`config.mk`:
```
export PLATFORM = sky130hd
export DESIGN_NAME = mc_mul_unit_flat
export DESIGN_NICKNAME = d
export VERILOG_FILES = /design/src/rtl/mc_pkg.sv /design/src/rtl/mc_mul_if.sv /design/src/rtl/flopenr.sv /design/src/rtl/mc_mul_core.sv /design/src/rtl/mc_mul_unit.sv /design/src/flat_wrapper.sv
export SDC_FILE = /design/constraint.sdc
export NUM_CORES = 1
export LEC_CHECK = 0
export BUFFER_PORTS_ARGS = -buffer_cell sky130_fd_sc_hd__clkbuf_2
export CAP_MARGIN = 40
export CORE_MARGIN = 4
export CORE_UTILIZATION = 45
export DETAILED_ROUTE_END_ITERATION = 8
export SLEW_MARGIN = 0
export SYNTH_ARGS = -nofsm -noshare
export SYNTH_HDL_FRONTEND = slang
export SYNTH_HIERARCHICAL = 1
export SYNTH_SLANG_ARGS = --single-unit
```
`constraint.sdc`:
```
create_clock -name clk -period 4.5 [get_ports clk]
set_input_delay 0.225 -clock clk [delete_from_list [all_inputs] [get_ports clk]]
set_output_delay 0.225 -clock clk [all_outputs]
set_load 0.1 [all_outputs]
```
`src/rtl/mc_pkg.sv`:
```
// Shared encodings for the multicycle multiply unit: operation codes and FSM states.
package mc_pkg;
  localparam logic [1:0] MUL_OP   = 2'b00;
  localparam logic [1:0] MLA_OP   = 2'b01;
  localparam logic [1:0] UMULL_OP = 2'b10;
  localparam logic [1:0] SMULL_OP = 2'b11;

  typedef enum logic [1:0] {IDLE, RUN, FIX, DONE} state_t;
endpackage

```
`src/rtl/mc_mul_if.sv`:
```
// Request/response bundle between the control FSM (master) and the multiply unit (slave).
interface mc_mul_if #(parameter int WIDTH = 32);
  logic             start;
  logic [1:0]       op;
  logic [WIDTH-1:0] a;
  logic [WIDTH-1:0] b;
  logic [WIDTH-1:0] acc;
  logic             busy;
  logic             done;
  logic [WIDTH-1:0] result_lo;
  logic [WIDTH-1:0] result_hi;
  logic             flag_n;
  logic             flag_z;

  modport master (output start, op, a, b, acc,
                  input  busy, done, result_lo, result_hi, flag_n, flag_z);
  modport slave  (input  start, op, a, b, acc,
                  output busy, done, result_lo, result_hi, flag_n, flag_z);
endinterface

```
`src/rtl/flopenr.sv`:
```
// Enabled register with synchronous active-high reset.
module flopenr #(parameter int WIDTH = 8) (
  input  logic             clk,
  input  logic             reset,
  input  logic             en,
  input  logic [WIDTH-1:0] d,
  output logic [WIDTH-1:0] q
);
  always_ff @(posedge clk) begin
    if (reset)   q <= '0;
    else if (en) q <= d;
  end
endmodule

```
`src/rtl/mc_mul_core.sv`:
```
// Radix-2 unsigned shift-add engine: one multiplier bit per step, WIDTH+1-bit adder.
module mc_mul_core #(parameter int WIDTH = 32) (
  input  logic               clk,
  input  logic               reset,
  input  logic               load,
  input  logic               step,
  input  logic [WIDTH-1:0]   mcand_in,
  input  logic [WIDTH-1:0]   mplier_in,
  output logic [2*WIDTH-1:0] product
);
  logic [WIDTH-1:0] mcand;
  logic [WIDTH-1:0] mplier;
  logic [WIDTH:0]   sum;

  // The carry out of the upper half becomes the top bit after the right shift.
  assign sum = {1'b0, product[2*WIDTH-1:WIDTH]}
             + ({(WIDTH+1){mplier[0]}} & {1'b0, mcand});

  always_ff @(posedge clk) begin
    if (reset) begin
      mcand   <= '0;
      mplier  <= '0;
      product <= '0;
    end else if (load) begin
      mcand   <= mcand_in;
      mplier  <= mplier_in;
      product <= '0;
    end else if (step) begin
      product <= {sum, product[WIDTH-1:1]};
      mplier  <= mplier >> 1;
    end
  end
endmodule

```
`src/rtl/mc_mul_unit.sv`:
```
// Iterative MUL/MLA/UMULL/SMULL unit: FSM, operand latches, sign fix, accumulate and flags.
module mc_mul_unit
  import mc_pkg::*;
#(
  parameter int WIDTH = 32
) (
  input  logic     clk,
  input  logic     reset,
  mc_mul_if.slave  bus
);
  localparam int CW = $clog2(WIDTH);

  state_t             state, next_state;
  logic [CW-1:0]      count;
  logic               load;
  logic               is_smull;
  logic [1:0]         op_l;
  logic [WIDTH-1:0]   acc_l;
  logic               sign_l;
  logic [2*WIDTH-1:0] product;
  logic [2*WIDTH-1:0] fixed;
  logic               long_op;
  logic               n_next;
  logic               z_next;

  function automatic logic [WIDTH-1:0] magnitude(input logic [WIDTH-1:0] v,
                                                 input logic signed_op);
    return (signed_op && v[WIDTH-1]) ? (~v + 1'b1) : v;
  endfunction

  assign load     = bus.start && (state == IDLE || state == DONE);
  assign is_smull = (bus.op == SMULL_OP);
  assign long_op  = op_l[1];

  flopenr #(.WIDTH(2))     op_reg   (.clk(clk), .reset(reset), .en(load), .d(bus.op),  .q(op_l));
  flopenr #(.WIDTH(WIDTH)) acc_reg  (.clk(clk), .reset(reset), .en(load), .d(bus.acc), .q(acc_l));
  flopenr #(.WIDTH(1))     sign_reg (.clk(clk), .reset(reset), .en(load),
                                     .d(is_smull & (bus.a[WIDTH-1] ^ bus.b[WIDTH-1])), .q(sign_l));

  mc_mul_core #(.WIDTH(WIDTH)) core (
    .clk      (clk),
    .reset    (reset),
    .load     (load),
    .step     (state == RUN),
    .mcand_in (magnitude(bus.a, is_smull)),
    .mplier_in(magnitude(bus.b, is_smull)),
    .product  (product)
  );

  always_ff @(posedge clk) begin
    if (reset) begin
      state <= IDLE;
      count <= '0;
    end else begin
      state <= next_state;
      if (load)                         count <= CW'(WIDTH - 1);
      else if (state == RUN && count != '0) count <= count - 1'b1;
    end
  end

  always_comb begin
    next_state = state;
    case (state)
      IDLE:    if (bus.start) next_state = RUN;
      RUN:     if (count == '0) next_state = FIX;
      FIX:     next_state = DONE;
      DONE:    next_state = bus.start ? RUN : IDLE;
      default: next_state = IDLE;
    endcase
  end

  // FIX stage: restore sign, accumulate, truncate short ops, derive flags.
  always_comb begin
    fixed  = product;
    n_next = 1'b0;
    z_next = 1'b0;
    if (op_l == SMULL_OP && sign_l) fixed = ~product + 1'b1;
    if (op_l == MLA_OP) fixed[WIDTH-1:0] = product[WIDTH-1:0] + acc_l;
    if (!long_op) fixed[2*WIDTH-1:WIDTH] = '0;
    if (long_op) begin
      n_next = fixed[2*WIDTH-1];
      z_next = (fixed == '0);
    end else begin
      n_next = fixed[WIDTH-1];
      z_next = (fixed[WIDTH-1:0] == '0);
    end
  end

  always_ff @(posedge clk) begin
    if (reset) begin
      bus.result_lo <= '0;
      bus.result_hi <= '0;
      bus.flag_n    <= 1'b0;
      bus.flag_z    <= 1'b0;
    end else if (state == FIX) begin
      bus.result_lo <= fixed[WIDTH-1:0];
      bus.result_hi <= fixed[2*WIDTH-1:WIDTH];
      bus.flag_n    <= n_next;
      bus.flag_z    <= z_next;
    end
  end

  assign bus.busy = (state == RUN) || (state == FIX);
  assign bus.done = (state == DONE);
endmodule

```
`src/flat_wrapper.sv`:
```
// flat-port wrapper written by rule: the top's interface ports become plain ports
module mc_mul_unit_flat import mc_pkg::*;
#(
  parameter int WIDTH = 32
)
  (clk, reset, bus_start, bus_op, bus_a, bus_b, bus_acc, bus_busy, bus_done, bus_result_lo, bus_result_hi, bus_flag_n, bus_flag_z);
  mc_mul_if #(.WIDTH(WIDTH)) bus_i ();
  input  logic clk;
  input  logic reset;
  input wire logic [$bits(bus_i.start)-1:0] bus_start;
  input wire logic [$bits(bus_i.op)-1:0] bus_op;
  input wire logic [$bits(bus_i.a)-1:0] bus_a;
  input wire logic [$bits(bus_i.b)-1:0] bus_b;
  input wire logic [$bits(bus_i.acc)-1:0] bus_acc;
  output wire logic [$bits(bus_i.busy)-1:0] bus_busy;
  output wire logic [$bits(bus_i.done)-1:0] bus_done;
  output wire logic [$bits(bus_i.result_lo)-1:0] bus_result_lo;
  output wire logic [$bits(bus_i.result_hi)-1:0] bus_result_hi;
  output wire logic [$bits(bus_i.flag_n)-1:0] bus_flag_n;
  output wire logic [$bits(bus_i.flag_z)-1:0] bus_flag_z;
  assign bus_i.start = bus_start;
  assign bus_i.op = bus_op;
  assign bus_i.a = bus_a;
  assign bus_i.b = bus_b;
  assign bus_i.acc = bus_acc;
  assign bus_busy = bus_i.busy;
  assign bus_done = bus_i.done;
  assign bus_result_lo = bus_i.result_lo;
  assign bus_result_hi = bus_i.result_hi;
  assign bus_flag_n = bus_i.flag_n;
  assign bus_flag_z = bus_i.flag_z;
  mc_mul_unit #(.WIDTH(WIDTH)) u_core (.clk(clk), .reset(reset), .bus(bus_i));
endmodule
```
# After elaboration in Yosys (flattened, before gate mapping)
# Index checks and enable logic that the tools add are counted.
# word_totals
register_bits	236
in_bits	101
elab_cells	63
# op_classes
addsub	6
eq_ne	8
n_mux	15
bitwise_logic	6
reduce_logical	16
# ops
operator	count
32-bit 2-to-1 mux	6
32-bit by 1-bit adder with 32-bit output (second input constant)	2
64-bit by 1-bit adder with 64-bit output (second input constant)	1
64-bit zero test	1
64-bit 2-to-1 mux	1
32-bit inverter	2
64-bit inverter	1
32-bit by 33-bit adder with 33-bit output	1
33-bit by 32-bit AND with 33-bit output	1
32-bit adder	1
32-bit zero test	1
5-bit 2-to-1 mux	2
2-bit == test (second input constant)	4
2-bit one-hot mux with 4 select lines	1
1-bit logical AND	5
5-bit zero test	1
5-bit nonzero test	1
5-bit by 1-bit subtractor with 5-bit output (second input constant)	1
2-bit by 1-bit == test with 1-bit output (second input constant)	2
2-bit 2-to-1 mux	2
2-bit nonzero test	2
1-bit 2-to-1 mux	3
2-bit zero test	1
1-bit logical OR	2
6 further kinds	6

# Depth between registers and ports, before layout
# Gate-level depths: netlist of the first run.
# depth
word_depth	6
depth_mapped	13

# Hierarchy
# The synthesis of the first run kept the hierarchy.
# modules_own_cells
module	instances	cells_per_inst	area_each_um2	seq_area_each_um2
mc_mul_unit	1	1110	7990.2	1461.4
mc_mul_core	1	766	6612.6	2562.5
flopenr at u_core.acc_reg	1	103	1163.6	640.6
flopenr at u_core.op_reg	1	6	67.6	40.0
flopenr at u_core.sign_reg	1	3	33.8	20.0

# Worst setup path before layout of the first run
# Ideal clock, no wire load.
# synth_timing
path_kind	flip-flop to flip-flop
startpoint	reg u_core.core.product[1]
endpoint	reg u_core.bus.flag_z
setup_time_ns	0.069
arrival_time_ns	3.391
required_time_ns	4.431
setup_slack_ns	1.041
stages_incl_launch_ff	13
n_path_buf	0
path_cell_list	dfxtp_1 -> inv_1 -> ha_1 -> or4b_4 -> nor4_4 -> nand3_2 -> or4_4 -> o31ai_4 -> xnor2_1 -> or4_1 -> o41ai_2 -> nand4_1 -> o21ai_1
# synth_via
elab_chain_len	6
word_cells_on_any_way	9
cone_classes	2 x add/sub; 4 x mux; 1 x bitwise; 2 x reduce/logical
# synth_lines
item	line_no	text
start, declared	mc_mul_core.sv:9	output logic [2*WIDTH-1:0] product
start signal, assigned	mc_mul_core.sv:29	product <= {sum, product[WIDTH-1:1]};
64-bit inverter	mc_mul_unit.sv:77	if (op_l == SMULL_OP && sign_l) fixed = ~product + 1'b1;
64-bit by 1-bit adder with 64-bit output	mc_mul_unit.sv:77	
64-bit 2-to-1 mux	mc_mul_unit.sv:77	
32-bit 2-to-1 mux (on tied branches)	mc_mul_unit.sv:78, mc_mul_unit.sv:79	
64-bit zero test / 32-bit zero test (equally long branches)	mc_mul_unit.sv:82, mc_mul_unit.sv:85	
1-bit 2-to-1 mux *	mc_mul_unit.sv:80	if (long_op) begin
end signal, assigned	mc_mul_unit.sv:99	bus.flag_z <= z_next;
end, declared	mc_mul_if.sv:18	output busy, done, result_lo, result_hi, flag_n, flag_z);
# Mark *: on every way between the ends. The rest lies on a longest branch, timed or not.
# A chain may end at the register's enable or synchronous reset.

# Worst setup path after layout of the first run
# layout_timing
startpoint	reg u_core.core.product[16]
endpoint	reg u_core.bus.flag_z
# The elaborated chain is that of the path after synthesis.

==> results of run 1 <==
## state kept, by name, summed over array words and instances, names as in the netlist
name and flops:
u_core/core/product 64, u_core/core/mcand 32, u_core/acc_reg/q 32, u_core/bus.flag_n 1
u_core/bus.result_hi 32, u_core/bus.result_lo 32, u_core/core/mplier 32, u_core/bus.flag_z 1
u_core/sign_reg/q 1, u_core/count 5, u_core/op_reg/q 2, u_core/state 2
## how the worst max path moves through the flow
stage,startpoint,to,slack (ns),cells past startpoint
2_1_floorplan,u_core/core/product[1],u_core/bus.flag_z,1.04,12
3_3_place_gp,u_core/core/product[15],u_core/bus.flag_z,0.61,10
3_5_place_dp,u_core/core/product[16],u_core/bus.flag_z,0.53,10
4_1_cts,u_core/core/product[16],u_core/bus.flag_z,0.51,10
5_1_grt,u_core/core/product[1],u_core/bus.flag_z,0.34,12
6_report,u_core/core/product[16],u_core/bus.flag_z,0.47,10
## kinds of logic after synthesis
group	Yosys count	synth area share
fa+ha+maj	75	0.0601
xor+xnor	156	0.0861
buf+inv	152	0.0402
mux	171	0.108
simple gates	740	0.224
compound gates	458	0.184
flops	236	0.298
## layer usage
layer | wire length [um] | part of all wire | vias to the layer above
met5 | 0 | 0 | -
li1 | - | - | 7451
met2 | 21300 | 0.44 | 429
met3 | 2800 | 0.058 | 73
met1 | 23000 | 0.47 | 7007
met4 | 1340 | 0.028 | 0
## report_power, final
| part | switching [uW] | leakage [uW] | internal (uW) |
|---|---|---|---|
| sequential | 256 | 0.00192 | 2410 |
| combinational | 2080 | 0.00557 | 1040 |
| clock | 934 | 0.000480 | 1460 |
## cell type report
class                   instances  area, um^2
fillers                      3330       16300
well taps                     455         569
multi-input cells            1600       10500
clock buffers                  40         836
repair buffers                223        1370
flip-flops and latches        236        4720
clock inverters                11         156
inverters                      44         170
## cell usage in the layout (no fill, tap or decap), drive strengths merged, types with 70 or more instances in the layout
master  synthesis  routed
dfxtp         236     236
nand2         119     119
xor2           70      70
a21oi         167     167
mux2i         168     168
xnor2          86      86
nor2          322     322
ha             73      73
o21ai          84      84
clkbuf         79     207
## metrics by stage
| step | hold WS (ns) | power [uW] | utilization |
|---|---|---|---|
| after floorplan | 0.297 | 5150 | - |
| after global placement | 0.457 | 5750 | 0.491 |
| after detailed placement | 0.456 | 5790 | 0.491 |
| after CTS | 0.00215 | 8240 | 0.530 |
| after global routing | 0.0526 | 8650 | 0.530 |
| final | 0.0275 | 8190 | 0.530 |
## timing repair
action / 4_1_cts / 5_1_grt
hold buffers: 34 / 0
hold endpoints to repair: 34 / 0
resized for setup: 0 / 0
## worst reg2reg max path: stages, from the launching register on
cell and delay [ns]:
dfxtp_1 0.35, or4_1 0.63, nor4_4 0.46, nand3_2 0.40
or4_4 0.62, o31ai_4 0.19, xnor2_1 0.11, or4_1 0.56
o41ai_2 0.36, nand4_1 0.15, o21ai_1 0.15
==> run_results.csv, run 1 <==
group,metric,value,unit
grt,grt_pass1_wl,77000,um
finish,n_antenna_cell,0,
route,dr.pass1.iters,6,
synth,synth_ff_type,"dfxtp_1",
worst_setup_path,reg2reg_to,"u_core/bus.flag_z",
run,max-cap-violations,0,
clock_tree,htree_num_levels,1,
synth,yosys.cell_count.top_type,"nor2_1",
synth,synth_seq_cells,236,
floorplan,die_y,196,um
sta,setup_tns,0,ns
place,dp_cells,2524,
sta,maxSlewHeadroom,0.403,
synth,ys_types,82,
worst_setup_path,worstSetupEndpointType,"flop",
floorplan,core-area,0.0346,mm^2
floorplan,dieArea,0.0383,mm^2
hold_path,hold_path.class,"in2reg",
sta,hold_viol,0,
synth,yosysTopAreaCellShare,0.298,
finish,drive_gt1_frac,0.126,
route,drc_errors,0,
worst_setup_path,crit_family,"simple AND/OR/NAND/NOR gates",
pwr,ir_worst_vdd,0.527,mV
route,routedWlPerCell,18.6,um
synth,synth_top_cell_by_area,"dfxtp_1",
place,dp_slack,0.528,ns
floorplan,die_w,196,um
route,viasPerCell,5.73,
sta,final.setup_skew,0.0161,ns
clock_tree,clk_pin_slew,0.06,ns
clock_tree,clock_latency,0.56,ns
worst_setup_path,worst-endpoint-required,5.00,ns
worst_setup_path,critPathMaxStageDelay,0.63,ns
worst_setup_path,crit_path_start_kind,"flop",
sta,fin_crit_sh,0.895,
clock_tree,cts_buffers,28,
outcome,status,"complete, no violations",
grt,grt_max_degree,108,
clock_tree,cts_setup_buffers,0,
worst_setup_path,cp_cell_sequence,"or4_1, nor4_4, nand3_2, or4_4, o31ai_4, xnor2_1, or4_1, o41ai_2, nand4_1, o21ai_1",
floorplan,ios,169,
synth,synth_common_cells,"nor2_1, dfxtp_1, mux2i_1",
grt,grt_pass1_vias,14066,
worst_setup_path,worstSetupPathType,"reg2reg",
clock_tree,numClockSinks,236,
route,vias,14960,
hold_path,hold_path.startpoint,"bus_op[1]",
worst_setup_path,worst_path_most_repeated_cell,"or4_1",
place,place_area,0.0170,mm^2
worst_setup_path,rr_worst_depth,10,
worst_setup_path,cp_slowest_cell,"or4_1",
grt,met3_usage,0.0316,
sta,finalWorstSetupSlack,0.471,ns
sta,finalSetupViolations,0,
sta,worst_pin_slew,0.886,ns
worst_setup_path,worst-path-buf-inv,0,
finish,final_area,0.0183,mm^2
synth,avgSynthCellArea,7.98,um^2
grt,grtUsageMet2,0.384,
synth,async_reset_ff_frac,0,
sta,maxSlewViolCount,0,
finish,nets,2309,
route,drtIter0Drc,1088,
finish,instances_no_fill,2609,
synth,yosysWarningCount,6,
synth,synth_cells,1988,
grt,antenna_found_initial,0,
synth,synthTopCellsByArea,"dfxtp_1, mux2i_1, nor2_1, ha_1, a21oi_1",
worst_setup_path,path_max_fanout,12,
place,place_congestion,0.976,
sta,fmax,248,MHz
finish,syn2layout_area_growth,15.6,%
clock_tree,cts_max_path_buffers,3,
sta,rsz0062_at_grt,"no",
synth,syn_area,0.0159,mm^2
worst_setup_path,rrSetupSlack,0.47,ns
grt,grt-ovfl-total,0,
hold_path,hold_depth,3,
pwr,cellLeakagePower,0.00797,uW
synth,synth_fp_nets,2164,
place,hpwl,36500,um
grt,grtUsageTotal,0.242,
route,totalWireLength,48400,um
clock_tree,cts_tree,"built",
floorplan,rows,68,
pwr,cellPowerDensity,446,mW/mm^2
floorplan,initial_core_util,0.458,
route,ant_nets,0,
synth,seq_area_frac_synth,0.298,
worst_setup_path,r2r-start,"u_core/core/product[16]",
hold_path,whs_endpoint,"u_core/op_reg/q[1]",
worst_setup_path,cp.arrival,4.53,ns
clock_tree,cts_root_buffer,"clkbuf_16",
place,io_buffers,168,
synth,synth_edf_count,0,
sta,timing.final.crit_period,4.03,ns
grt,use_met1,0.345,
grt,top_usage_layer,"met2",
Power figures use the tool's default switching activity.
==> run 2, diff against run 1 <==
--- a/config.mk
+++ b/config.mk
@@ -10,6 +10,7 @@
 export CORE_MARGIN = 4
 export CORE_UTILIZATION = 45
 export DETAILED_ROUTE_END_ITERATION = 8
+export GPL_TIMING_DRIVEN = 0
 export SLEW_MARGIN = 0
 export SYNTH_ARGS = -nofsm -noshare
 export SYNTH_HDL_FRONTEND = slang
==> run_results.csv, run 2 (same netlist as run 1, synthesis figures left out) <==
group,metric,value,unit
worst_setup_path,path_max_fanout,8,
clock_tree,cts_setup_buffers,0,
sta,finalWorstSetupSlack,0.347,ns
place,dp_cells,2612,
clock_tree,cts_max_path_buffers,3,
route,drc_errors,0,
sta,worst_pin_slew,0.911,ns
floorplan,rows,68,
finish,n_antenna_cell,0,
sta,fin_crit_sh,0.923,
route,drtIter0Drc,1159,
hold_path,hold_path.class,"in2reg",
worst_setup_path,worstSetupPathType,"reg2reg",
floorplan,ios,169,
pwr,intPower,4930,uW
finish,drive_gt1_frac,0.115,
sta,rsz0062_at_grt,"no",
pwr,combPwrFrac,0.399,
clock_tree,cts_root_buffer,"clkbuf_16",
worst_setup_path,cp.arrival,4.64,ns
grt,antenna_found_initial,0,
sta,hold_viol,0,
finish,instances_no_fill,2698,
clock_tree,hold_buffers,34,
sta,maxSlewHeadroom,0.392,
clock_tree,cts_buffers,28,
pwr,power.switching,3360,uW
finish,final_area,0.0186,mm^2
floorplan,dieArea,0.0383,mm^2
run,max-cap-violations,0,
grt,grt_pass1_wl,80500,um
worst_setup_path,crit_path_start_kind,"flop",
outcome,status,"complete, no violations",
floorplan,core-area,0.0346,mm^2
finish,final_cell_mix,"nor2_1, dfxtp_1, clkbuf_2, mux2i_1, a21oi_1",
route,totalWireLength,51000,um
clock_tree,clk_pin_slew,0.06,ns
finish,layout_commonest_cell,"nor2_1",
pwr,cellPowerDensity,446,mW/mm^2
clock_tree,htree_num_levels,1,
route,vias,15316,
place,dp_slack,0.402,ns
pwr,ir_worst_vdd,0.533,mV
finish,nets,2397,
pwr,seqPwrFrac,0.318,
worst_setup_path,worst-endpoint-required,4.99,ns
sta,finalSetupViolations,0,
route,viasPerCell,5.68,
finish,syn2layout_area_growth,17.2,%
place,io_buffers,168,
finish,largest_reg_flops,64,
clock_tree,clock_latency,0.56,ns
pwr,total_power,8290,uW
route,ant_nets,0,
place,place_congestion,0.954,
floorplan,die_w,196,um
floorplan,die_y,196,um
place,hpwl,40200,um
worst_setup_path,worstSetupEndpointType,"flop",
sta,final.setup_skew,0.0196,ns
sta,maxSlewViolCount,0,
sta,timing.final.crit_period,4.15,ns
floorplan,initial_core_util,0.458,
place,place_area,0.0173,mm^2
pwr,power_frac_clock,0.283,
pwr,p_sw_frac,0.406,
grt,grt_pass1_vias,14594,
pwr,cellLeakagePower,0.00804,uW
grt,grtUsageTotal,0.256,
grt,grt_max_degree,14,
sta,fmax,241,MHz
clock_tree,cts_tree,"built",
finish,top_register,"u_core/core/product",
route,routedWlPerCell,18.9,um
sta,setup_tns,0,ns
route,dr.pass1.iters,5,
clock_tree,cts_resized,0,
clock_tree,numClockSinks,236,
grt,grt-ovfl-total,0,
==> run 2: cell types whose count changed in the layout (fill, tap and decap cells not counted), sizes merged <==
cell           before  now
buf                21   30
clkbuf            207  285
bufinv              3    2
clkdlybuf4s15       1    0
clkinvlp            3    4
clkinv              4    7
==> run 2: per-layer routing <==
layer	vias up	routed length [um]	global-route usage	share of wire
li1	7637	-	-	-
met1	7129	23400	0.353	0.46
met2	483	23500	0.425	0.46
met3	67	2950	0.0304	0.058
met4	0	1250	0.0701	0.025
met5	-	0	0	0
==> run 2: layout make-up <==
cell class              count  area [um^2]
flip-flops and latches    236         4720
clock inverters            14          138
fillers                  3366        16000
multi-input cells        1600        10500
repair buffers            203         1190
inverters                  44          165
clock buffers              38          840
well taps                 455          569
plain buffers             108          473
==> run 2: path summary, 6_finish.rpt <==
path / startpoint / slack (ns) / cells after the start / endpoint
worst max-delay path: u_core/core/product[1] / 0.35 / 12 / u_core/bus.flag_z
worst min-delay path: bus_a[8] / 0.05 / 4 / u_core/core/mcand[8]
worst max register to register: u_core/core/product[1] / 0.35 / 12 / u_core/bus.flag_z
worst min register to register: u_core/bus.result_hi[27] / 0.46 / 2 / u_core/bus.result_hi[27]
==> run 2: critical path, cell delays in order, from the launching register on <==
cell,delay (ns)
dfxtp_1,0.39
inv_1,0.14
ha_1,0.21
or4b_4,0.50
nor4_4,0.50
nand3_2,0.18
or4_4,0.56
o31ai_4,0.20
xnor2_1,0.11
or4_1,0.60
o41ai_2,0.40
nand4_1,0.14
o21ai_1,0.16
==> run 2: metrics by stage <==
| step | util | hold slack [ns] |
|---|---|---|
| 2_1_floorplan | - | 0.297 |
| 3_3_place_gp | 0.499 | 0.454 |
| 3_5_place_dp | 0.499 | 0.460 |
| 4_1_cts | 0.537 | 0.00665 |
| 5_1_grt | 0.537 | 0.0606 |
| 6_report | 0.537 | 0.0464 |
==> run 2: power by group through the flow <==
stage	Sequential, uW	Clock [uW]	Combinational [uW]
global placement	2670	0	3220
finish	2630	2350	3310
global route	2670	2480	3610
floorplan	3050	0	2100
CTS	2630	2410	3300
detailed placement	2670	0	3260
